===== config.mk =====
export PLATFORM = sky130hd
export DESIGN_NAME = bram_fifo_ctrl
export DESIGN_NICKNAME = d
export VERILOG_FILES = /design/src/rtl/bram_fifo_ctrl.sv
export SDC_FILE = /design/constraint.sdc
export NUM_CORES = 1
export LEC_CHECK = 0
export BUFFER_PORTS_ARGS = -buffer_cell sky130_fd_sc_hd__buf_2
export CAP_MARGIN = 15
export CORE_UTILIZATION = 50
export DETAILED_ROUTE_END_ITERATION = 7
export GPL_TIMING_DRIVEN = 0
export PLACE_DENSITY = 0.89
export SYNTH_ARGS = -nofsm -noshare
export SYNTH_HDL_FRONTEND = slang
export SYNTH_SLANG_ARGS = --single-unit
export TNS_END_PERCENT = 1

===== constraint.sdc =====
create_clock -name clock -period 4.3 [get_ports clock]
set_input_delay 0.645 -clock clock [delete_from_list [all_inputs] [get_ports clock]]
set_output_delay 0.645 -clock clock [all_outputs]
set_load 0.05 [all_outputs]

===== src/rtl/bram_fifo_ctrl.sv =====
`timescale 1ns/1ps
// bram_fifo_ctrl: ready/valid FIFO controller for a byte-enabled 1R1W BRAM
// with a registered read port. The BRAM sits beside this block in the parent.
//
// Ports:
//   clock, reset_n                    single clock, async active-low reset
//   in_valid/in_ready/in_data         input stream
//   out_valid/out_ready/out_data      output stream (2-entry skid buffer)
//   bram_wr_addr/bram_wr_en/bram_din  BRAM write side (full-word writes only)
//   bram_rd_addr/bram_dout            BRAM read side (dout lags rd_addr by 1)
//   count/full/empty                  occupancy status
//   flush                             sync clear, only with BRAM_FIFO_FLUSH_EN
//
// Optional feature macro: BRAM_FIFO_FLUSH_EN (adds the flush input).
module bram_fifo_ctrl #(
    parameter int unsigned BRAM_ADDR_WIDTH = 6,
    parameter int unsigned BRAM_DATA_WIDTH = 32
) (
    input  logic                         clock,
    input  logic                         reset_n,
`ifdef BRAM_FIFO_FLUSH_EN
    input  logic                         flush,
`endif
    input  logic                         in_valid,
    output logic                         in_ready,
    input  logic [BRAM_DATA_WIDTH-1:0]   in_data,
    output logic                         out_valid,
    input  logic                         out_ready,
    output logic [BRAM_DATA_WIDTH-1:0]   out_data,
    output logic [BRAM_ADDR_WIDTH-1:0]   bram_rd_addr,
    output logic [BRAM_ADDR_WIDTH-1:0]   bram_wr_addr,
    output logic [BRAM_DATA_WIDTH/8-1:0] bram_wr_en,
    output logic [BRAM_DATA_WIDTH-1:0]   bram_din,
    input  logic [BRAM_DATA_WIDTH-1:0]   bram_dout,
    output logic [BRAM_ADDR_WIDTH+1:0]   count,
    output logic                         full,
    output logic                         empty
);

    localparam int unsigned AW    = BRAM_ADDR_WIDTH;
    localparam int unsigned DW    = BRAM_DATA_WIDTH;
    localparam int unsigned BW    = DW / 8;
    localparam int unsigned PW    = AW + 1;
    localparam int unsigned CW    = AW + 2;
    localparam int unsigned DEPTH = 1 << AW;

    logic [PW-1:0] wr_ptr_q, wr_ptr_d;
    logic [PW-1:0] rd_ptr_q, rd_ptr_d;
    logic          rd_pending_q, rd_pending_d;
    logic [DW-1:0] skid0_q, skid0_d;
    logic [DW-1:0] skid1_q, skid1_d;
    logic [1:0]    skid_cnt_q, skid_cnt_d;
    logic [CW-1:0] count_q, count_d;
    logic          full_q, full_d;
    logic          empty_q, empty_d;
    logic          out_valid_q, out_valid_d;

    logic          flush_c;
    logic          accept_c;
    logic          pop_c;
    logic          issue_c;
    logic [PW-1:0] occ_c;
    logic [1:0]    inflight_c;

`ifdef BRAM_FIFO_FLUSH_EN
    assign flush_c = flush;
`else
    assign flush_c = 1'b0;
`endif

    // Handshakes and read-issue decision, all from registered state.
    always_comb begin
        accept_c   = in_valid && !full_q && !flush_c;
        pop_c      = out_valid_q && out_ready;
        occ_c      = wr_ptr_q - rd_ptr_q;
        // Words that will occupy the skid buffer once the pending read lands.
        inflight_c = skid_cnt_q + 2'(rd_pending_q) - 2'(pop_c);
        issue_c    = (occ_c != '0) && (inflight_c < 2'd2);
    end

    // Next-state: pointers, skid buffer, status.
    always_comb begin
        wr_ptr_d     = wr_ptr_q;
        rd_ptr_d     = rd_ptr_q;
        rd_pending_d = issue_c;
        skid0_d      = skid0_q;
        skid1_d      = skid1_q;
        skid_cnt_d   = skid_cnt_q;
        count_d      = count_q + CW'(accept_c) - CW'(pop_c);

        if (accept_c) wr_ptr_d = wr_ptr_q + PW'(1);
        if (issue_c)  rd_ptr_d = rd_ptr_q + PW'(1);

        // A pending read delivers its word this cycle; headroom check above
        // guarantees the buffer never overflows.
        case ({rd_pending_q, pop_c})
            2'b10: begin
                if (skid_cnt_q == 2'd0) skid0_d = bram_dout;
                else                    skid1_d = bram_dout;
                skid_cnt_d = skid_cnt_q + 2'd1;
            end
            2'b01: begin
                skid0_d    = skid1_q;
                skid_cnt_d = skid_cnt_q - 2'd1;
            end
            2'b11: begin
                if (skid_cnt_q == 2'd1) begin
                    skid0_d = bram_dout;
                end else begin
                    skid0_d = skid1_q;
                    skid1_d = bram_dout;
                end
            end
            default: ;
        endcase

        if (flush_c) begin
            wr_ptr_d     = '0;
            rd_ptr_d     = '0;
            rd_pending_d = 1'b0;
            skid_cnt_d   = 2'd0;
            count_d      = '0;
        end

        full_d      = ((wr_ptr_d - rd_ptr_d) == PW'(DEPTH));
        empty_d     = (count_d == '0);
        out_valid_d = (skid_cnt_d != 2'd0);
    end

    always_ff @(posedge clock or negedge reset_n) begin
        if (!reset_n) begin
            wr_ptr_q     <= '0;
            rd_ptr_q     <= '0;
            rd_pending_q <= 1'b0;
            skid0_q      <= '0;
            skid1_q      <= '0;
            skid_cnt_q   <= 2'd0;
            count_q      <= '0;
            full_q       <= 1'b0;
            empty_q      <= 1'b1;
            out_valid_q  <= 1'b0;
        end else begin
            wr_ptr_q     <= wr_ptr_d;
            rd_ptr_q     <= rd_ptr_d;
            rd_pending_q <= rd_pending_d;
            skid0_q      <= skid0_d;
            skid1_q      <= skid1_d;
            skid_cnt_q   <= skid_cnt_d;
            count_q      <= count_d;
            full_q       <= full_d;
            empty_q      <= empty_d;
            out_valid_q  <= out_valid_d;
        end
    end

    // BRAM write strobes must be combinational so the word lands this edge.
    assign in_ready     = !full_q && !flush_c;
    assign bram_wr_en   = accept_c ? {BW{1'b1}} : {BW{1'b0}};
    assign bram_wr_addr = wr_ptr_q[AW-1:0];
    assign bram_din     = in_data;
    assign bram_rd_addr = rd_ptr_q[AW-1:0];
    assign out_valid    = out_valid_q;
    assign out_data     = skid0_q;
    assign count        = count_q;
    assign full         = full_q;
    assign empty        = empty_q;

endmodule

==> results_dict.tcl, run 1 <==
set metrics [dict create \
    clock_latency_ps 360 \
    vias 3739 \
    antenna_cells 0 \
    wl_mm 10.28 \
    syn_area_per_cell_um2 10.71 \
    critPathLaunchType "flip-flop" \
    layout_common_cells "127 x buf_2, 91 x dfrtp_1, 49 x buf_4" \
    reg2reg_depth 15 \
    drtIter0Drc 142 \
    grt_max_degree 52 \
    nets 693 \
    dp_slack_ps 201.4 \
    core_um2 9371 \
    worstSetupPathType "reg -> reg" \
    rows 35 \
    clock_skew_ps 13.84 \
    regToRegStartpoint "rd_ptr_q[3]" \
    syn-instance-count 456 \
    overflow 0 \
    r2r_setup_slack_ps 330 \
    die-area_um2 10170 \
    clkSinkCount 92 \
    wl_per_cell_um 14.08 \
    fin_crit_ps 3973 \
    fmax_ghz 0.2517 \
    async_reset_ff_frac 1.000 \
    worst_pin_slew_ps 614.2 \
    layout_commonest_cell "buf_2" \
    drt-pass1-iter-count 4 \
    path_cells "inv_1 -> ha_1 -> a21o_1 -> nand3_1 -> or4b_4 -> a41oi_4 -> mux2i_1 -> ha_1 -> nor2b_1 -> o21ai_1 -> nor4b_2 -> o2111ai_1 -> nor4b_2 -> a21oi_1 -> mux2i_1" \
    yosysSeqAreaShare 0.4714 \
    finalSetupViolations 0 \
    slowest_delay_ps 470 \
    crit_slowest_cell "or4b_4" \
    yosysWarnings 0 \
    die_width_um 100.9 \
    drcViolationCount 0 \
    portBuffers 127 \
    cp_data_arrival_time_ps 4250 \
    ant_nets 0 \
    worstPathRequired_ps 4580 \
    rsz0062_at_grt "no" \
    syn_nets 553 \
    finalHoldViolCount 0 \
    postCtsSetupBuffers 0 \
    max-slew-margin-rel 0.5870 \
    dp_cells 713 \
    end_kind "flip-flop" \
    hold_class "in -> async" \
    area_delta_synth_final_pct 21.84 \
    reg2reg_to "full" \
    cts.reportedPaths.clkPinSlew_ps 100 \
    finalCritPeriodShare 0.9241 \
    synth_ff_type "dfrtp_1" \
    viasPerCell 5.122 \
    slew_viol_final 0 \
    final_layout_size_suffix_gt1_frac 0.3927 \
    grt_use_total 0.2082 \
    grt_first_pass_wirelength_mm 16.57 \
    final_util 0.6352 \
    synth_cell_types 42 \
    synth_enable_flop_cells 0 \
    cts_tree "yes" \
    ys_ff_latch 92 \
    crit_fanout 7 \
    start_util 0.5214 \
    final_cells 730 \
    fillers 816 \
    clockBufferDepth 2 \
    place_hpwl_mm 7.802 \
    postLayoutSetupSlackWorst_ps 326.5 \
    tns_ps 0 \
    cp_num_buf_inv 1 \
    die_y_um 100.9 \
    cts-buffers-inserted 9 \
    cts.htree.levels 3 \
    pin_count 160 \
    max_cap_violations 0 \
    gp_congestion 0.8489 \
    status "finished, final reports clean" \
    grt_pass1_vias 3698 \
    synth_area_um2 4886 \
    cp_top_family "simple AND/OR/NAND/NOR gates" \
    ctsHoldBuffers 0 \
    antenna_found_initial 0 \
    cts_root_buffer "clkbuf_8" \
]
-- timing repair --
action,4_1_cts,5_1_grt
gates resized for setup,0,2
endpoints found under the hold margin,0,0
setup endpoints to repair,0,1
-- cells by family after synthesis --
logic type	count (synthesis)	synth area share
AO/OA/AOI/OAI	98	0.1291
XOR/XNOR	27	0.05122
adder cells (fa/ha/maj)	29	0.07580
buffers and inverters	101	0.1147
flip-flops	92	0.4714
multiplexers	36	0.08220
AND/OR/NAND/NOR	73	0.07554
-- flip-flops by register name, summed over array words and instances, names as in the netlist --
name          flops
out_data         32
skid1_q          32
count             8
rd_ptr_q          7
wr_ptr_q          7
skid_cnt_q        2
empty             1
full              1
out_valid         1
rd_pending_q      1
-- cell usage after synthesis (2+ instances only) --
master	n	area [um^2]
nand2b_1	5	31.28
clkbuf_1	15	56.30
o21ai_0	39	195.2
a21oi_1	9	45.04
mux2_2	33	371.6
a21o_1	5	37.54
a22oi_1	32	240.2
nand2_1	43	161.4
xnor2_1	19	166.4
o211ai_1	3	22.52
xor2_1	7	61.31
inv_1	37	138.9
nand4_1	5	31.28
buf_4	48	360.4
nor2b_1	2	12.51
ha_1	28	350.3
o21bai_1	2	15.01
nor2_1	6	22.52
dfrtp_1	91	2277
mux2i_1	3	30.03
o21ai_1	2	10.01
nor4b_1	2	17.52
-- metal layers --
metal	share of wire	wire length, um	vias to the layer above	track usage
met5	0	0	-	0
met4	0.011	109	0	0.06800
met3	0.060	619	12	0.04924
met2	0.51	5286	128	0.3604
met1	0.41	4263	1807	0.2568
li1	-	-	1792	-
-- worst max path at each step --
stage,start,end,slack [ps],depth (start not counted)
floorplan,rd_ptr_q[3],full,700,15
global placement,rd_ptr_q[3],full,360,15
detailed placement,rd_ptr_q[3],full,200,15
CTS,rd_ptr_q[3],full,160,15
global route,rd_ptr_q[3],full,20,15
finish,rd_ptr_q[3],full,330,15
-- final cells by class --
class / instances / area (um^2) / area share
Buffer: 64 / 421.7 / 0.07083
Clock buffer: 10 / 127.6 / 0.02144
Clock inverter: 6 / 95.09 / 0.01597
Inverter: 37 / 138.9 / 0.02333
Multi-Input combinational cell: 263 / 2034 / 0.3417
Sequential cell: 92 / 2303 / 0.3869
Tap cell: 129 / 161.4 / 0.02711
Timing Repair Buffer: 129 / 670.6 / 0.1127
-- stage by stage --
stage / cell area, um^2 / hold WS, ps
after floorplan: 4886 / 349.4
final: 5953 / 263.3
after CTS: 5936 / 277.9
after detailed placement: 5713 / 466.5
after global routing: 5953 / 292.6
after global placement: 5683 / 459.9
Power of run 1 is left out: the tool's default activity adds up to more than one toggle a clock period on the data nets, which glitch-free logic cannot reach.
==> run 2: changes to the inputs <==
RECOVER_POWER = 50   (was unset)
==> results_dict.tcl, run 2 (synthesis results as in run 1) <==
set metrics [dict create \
    layout_common_cells "91 x dfrtp_1, 90 x buf_2, 54 x clkbuf_1" \
    drt-pass1-iter-count 4 \
    reg2reg_to "full" \
    max-slew-margin-rel -0.4813 \
    place_hpwl_mm 7.802 \
    antenna_cells 0 \
    cp_data_arrival_time_ps 4240 \
    fin_crit_ps 3973 \
    start_util 0.5214 \
    grt_use_total 0.2082 \
    crit_end "full" \
    grt_pass1_vias 3698 \
    drtIter0Drc 145 \
    max_cap_violations 1 \
    fillers 845 \
    clock_skew_ps 14.11 \
    worstSetupPathType "reg -> reg" \
    rows 35 \
    crit_slowest_cell "or4b_4" \
    area_delta_synth_final_pct 20.36 \
    core_um2 9371 \
    clockBufferDepth 2 \
    slew_viol_final 43 \
    worst_pin_slew_ps 2222 \
    cts.htree.levels 3 \
    portBuffers 127 \
    grtUsageMet3 0.04924 \
    status "complete, but fails checks" \
    clkSinkCount 92 \
    antenna_found_initial 0 \
    ant_nets 0 \
    fmax_ghz 0.2517 \
    cts_root_buffer "clkbuf_8" \
    tns_ps 0 \
    clock_latency_ps 350 \
    gp_congestion 0.8489 \
    cp-startpoint "rd_ptr_q[3]" \
    finalHoldViolCount 0 \
    postCtsSetupBuffers 0 \
    drcViolationCount 0 \
    die_width_um 100.9 \
    vias 3700 \
    worstPathRequired_ps 4570 \
    viasPerCell 5.068 \
    cts-buffers-inserted 9 \
    end_kind "flip-flop" \
    crit_fanout 7 \
    die_y_um 100.9 \
    use_met1 0.2568 \
    nets 693 \
    hold_class "reg -> reg" \
    final_layout_size_suffix_gt1_frac 0.3278 \
    reg2reg_depth 15 \
    regToRegStartpoint "rd_ptr_q[3]" \
    wl_per_cell_um 14.11 \
    grt_max_degree 52 \
    use_met2 0.3604 \
    finalSetupViolations 0 \
    layout_commonest_cell "dfrtp_1" \
    r2r_setup_slack_ps 330 \
    pin_count 160 \
    path_cells "inv_1 -> ha_1 -> a21o_1 -> nand3_1 -> or4b_4 -> a41oi_4 -> mux2i_1 -> ha_1 -> nor2b_1 -> o21ai_1 -> nor4b_2 -> o2111ai_1 -> nor4b_2 -> a21oi_1 -> mux2i_1" \
    rsz0062_at_grt "no" \
    ctsHoldBuffers 0 \
    die-area_um2 10170 \
    cts_tree "yes" \
    critPathLaunchType "flip-flop" \
    slowest_delay_ps 470 \
    grt_first_pass_wirelength_mm 16.57 \
    overflow 0 \
    top_usage_layer "met2" \
    cts.reportedPaths.clkPinSlew_ps 90 \
    finalCritPeriodShare 0.9239 \
    wl_mm 10.30 \
    violations "max-capacitance violations, max-slew violations" \
]
run 2: cell types whose count changed in the layout (fill, tap and decap cells not counted), sizes merged:
cell    before  now
buf        177  138
clkbuf      26   65
run 2: worst max-delay path, delay by kind of cell (launching register included):
| family | cells | cell delay (ps) |
|---|---|---|
| AO/OA/AOI/OAI | 5 | 1110 |
| adder cells (fa/ha/maj) | 2 | 640 |
| buffers and inverters | 1 | 70 |
| flip-flops | 1 | 430 |
| multiplexers | 2 | 420 |
| AND/OR/NAND/NOR | 5 | 1230 |
run 2: area by class of cell:
cell class,count,area (um^2),share of cell area
repair buffers,129,599.3,0.1019
plain buffers,64,420.4,0.07149
clock inverters,6,95.09,0.01617
multi-input cells,263,2034,0.3460
inverters,37,138.9,0.02362
flip-flops and latches,92,2303,0.3917
well taps,129,161.4,0.02745
clock buffers,10,127.6,0.02170
run 2: how the worst min path moves through the flow:
| stage | from | to | slack [ps] | depth (start not counted) |
|---|---|---|---|---|
| 6_report | out_data[2] | out_data[2] | 490 | 2 |
| 5_1_grt | bram_dout[24] | skid1_q[24] | 510 | 2 |
| 4_1_cts | reset_n | out_data[30] | 280 | 1 |
| 3_5_place_dp | out_data[23] | out_data[23] | 470 | 2 |
| 3_3_place_gp | out_data[17] | out_data[17] | 460 | 2 |
| 2_1_floorplan | reset_n | count[0] | 350 | 0 |
run 2: layer usage:
metal,up-vias,share of wire
li1,1793,-
met1,1790,0.42
met2,111,0.52
met3,6,0.055
met4,0,0.0062
met5,-,0
run 2: metrics by stage:
step | cell area (um^2) | cells | setup WS [ps] | util | hold WS [ps]
2_1_floorplan | 4886 | 456 | 701.0 | - | 349.4
3_3_place_gp | 5683 | 712 | 360.3 | 0.6064 | 459.9
6_report | 5881 | 730 | 327.2 | 0.6275 | 485.8
4_1_cts | 5936 | 729 | 159.3 | 0.6334 | 277.9
3_5_place_dp | 5713 | 713 | 201.4 | 0.6096 | 466.5
5_1_grt | 5881 | 730 | 24.87 | 0.6275 | 514.3
run 2: what timing repair did:
action / in CTS / in global routing
gates resized for setup: 0 / 2
setup endpoints to repair: 0 / 1
endpoints found under the hold margin: 0 / 0
Power of run 2 is left out for the same reason.
==> run 3: changes to the inputs <==
MAX_ROUTING_LAYER = met4   (was unset)
==> results_dict.tcl, run 3 (synthesis results as in run 1) <==
set metrics [dict create \
    status "complete, but fails checks" \
    violations "max-capacitance violations, max-slew violations" \
    postCtsSetupBuffers 0 \
    die-area_um2 10170 \
    dp_slack_ps 201.4 \
    clkSinkCount 92 \
    worstPathRequired_ps 4580 \
    cts-buffers-inserted 9 \
    end_kind "flip-flop" \
    antenna_found_initial 0 \
    worst_pin_slew_ps 2238 \
    max_cap_violations 1 \
    cts.htree.levels 3 \
    overflow 0 \
    fmax_ghz 0.2517 \
    layout_commonest_cell "dfrtp_1" \
    viasPerCell 5.096 \
    rsz0062_at_grt "no" \
    hold_class "reg -> reg" \
    reg2reg_depth 15 \
    wl_per_cell_um 14.15 \
    dpl_cell_area_um2 5713 \
    pin_count 160 \
    cts_tree "yes" \
    max-slew-margin-rel -0.4918 \
    seq_area_um2 2303 \
    vias 3720 \
    worstSetupPathType "reg -> reg" \
    tns_ps 0 \
    clockBufferDepth 2 \
    drtIter0Drc 154 \
    postLayoutSetupSlackWorst_ps 327.4 \
    cts.reportedPaths.clkPinSlew_ps 90 \
    ant_nets 0 \
    antenna_cells 0 \
    critPathLaunchType "flip-flop" \
    finalHoldViolCount 0 \
    drt-pass1-iter-count 4 \
    die_y_um 100.9 \
    nets 693 \
    finalCritPeriodShare 0.9239 \
    area_delta_synth_final_pct 20.36 \
    grt_use_total 0.2144 \
    finalSetupViolations 0 \
    rows 35 \
    hold_depth 2 \
    crit_fanout 7 \
    ctsHoldBuffers 0 \
    cp_data_arrival_time_ps 4250 \
    portBuffers 127 \
    die_width_um 100.9 \
    place_hpwl_mm 7.802 \
    final_area_um2 5881 \
    clock_skew_ps 12.29 \
    layout_common_cells "91 x dfrtp_1, 90 x buf_2, 54 x clkbuf_1" \
    slew_viol_final 43 \
    grt_pass1_vias 3692 \
    grt_first_pass_wirelength_mm 16.55 \
    gp_congestion 0.8623 \
    core_um2 9371 \
    grt_max_degree 52 \
    clock_latency_ps 360 \
    fillers 845 \
    wl_mm 10.33 \
    fin_crit_ps 3973 \
    cts_root_buffer "clkbuf_8" \
    drcViolationCount 0 \
    start_util 0.5214 \
    multi_input_area_um2 2034 \
    final_layout_size_suffix_gt1_frac 0.3278 \
]
## run 3: cell counts in the layout (fill, tap and decap cells not counted)
No cell type changed its count.
## run 3: repair_timing
action                                  CTS  global route
hold endpoints to repair                  0             0
gates resized for setup                   0             2
endpoints found under the setup margin    0             1
## run 3: final cells by class
class,instances,area share
flip-flops and latches,92,0.3917
inverters,37,0.02362
repair buffers,129,0.1019
plain buffers,64,0.07149
clock buffers,10,0.02170
well taps,129,0.02745
multi-input cells,263,0.3460
clock inverters,6,0.01617
## run 3: through the flow
stage / cells / hold WS [ps] / util
final: 730 / 485.2 / 0.6275
after floorplan: 456 / 349.4 / -
after global placement: 712 / 459.9 / 0.6064
after CTS: 729 / 277.9 / 0.6334
after global routing: 730 / 516.4 / 0.6275
after detailed placement: 713 / 466.5 / 0.6096
## run 3: layer usage
metal / vias to the layer above / part of all wire / global-route usage
li1: 1792 / - / -
met5: - / 0 / -
met2: 119 / 0.51 / 0.3614
met4: 0 / 0.014 / 0.07804
met1: 1796 / 0.42 / 0.2582
met3: 13 / 0.053 / 0.03883
## run 3: critical path: stages, from the launching register on
cell	delay, ps
dfrtp_1	430
inv_1	70
ha_1	360
a21o_1	240
nand3_1	80
or4b_4	470
a41oi_4	350
mux2i_1	290
ha_1	280
nor2b_1	130
o21ai_1	190
nor4b_2	260
o2111ai_1	220
nor4b_2	290
a21oi_1	110
mux2i_1	130
## run 3: path summary, 6_finish.rpt
| kind | start | endpoint | slack (ps) |
|---|---|---|---|
| setup / recovery | rd_ptr_q[3] | full | 330 |
| hold / removal | out_data[2] | out_data[2] | 490 |
| setup reg to reg | rd_ptr_q[3] | full | 330 |
| hold reg to reg | out_data[2] | out_data[2] | 490 |
| max in group asynchronous | reset_n | out_data[2] | 1190 |
| min in group asynchronous | reset_n | out_data[30] | 940 |
Power of run 3 is left out for the same reason.
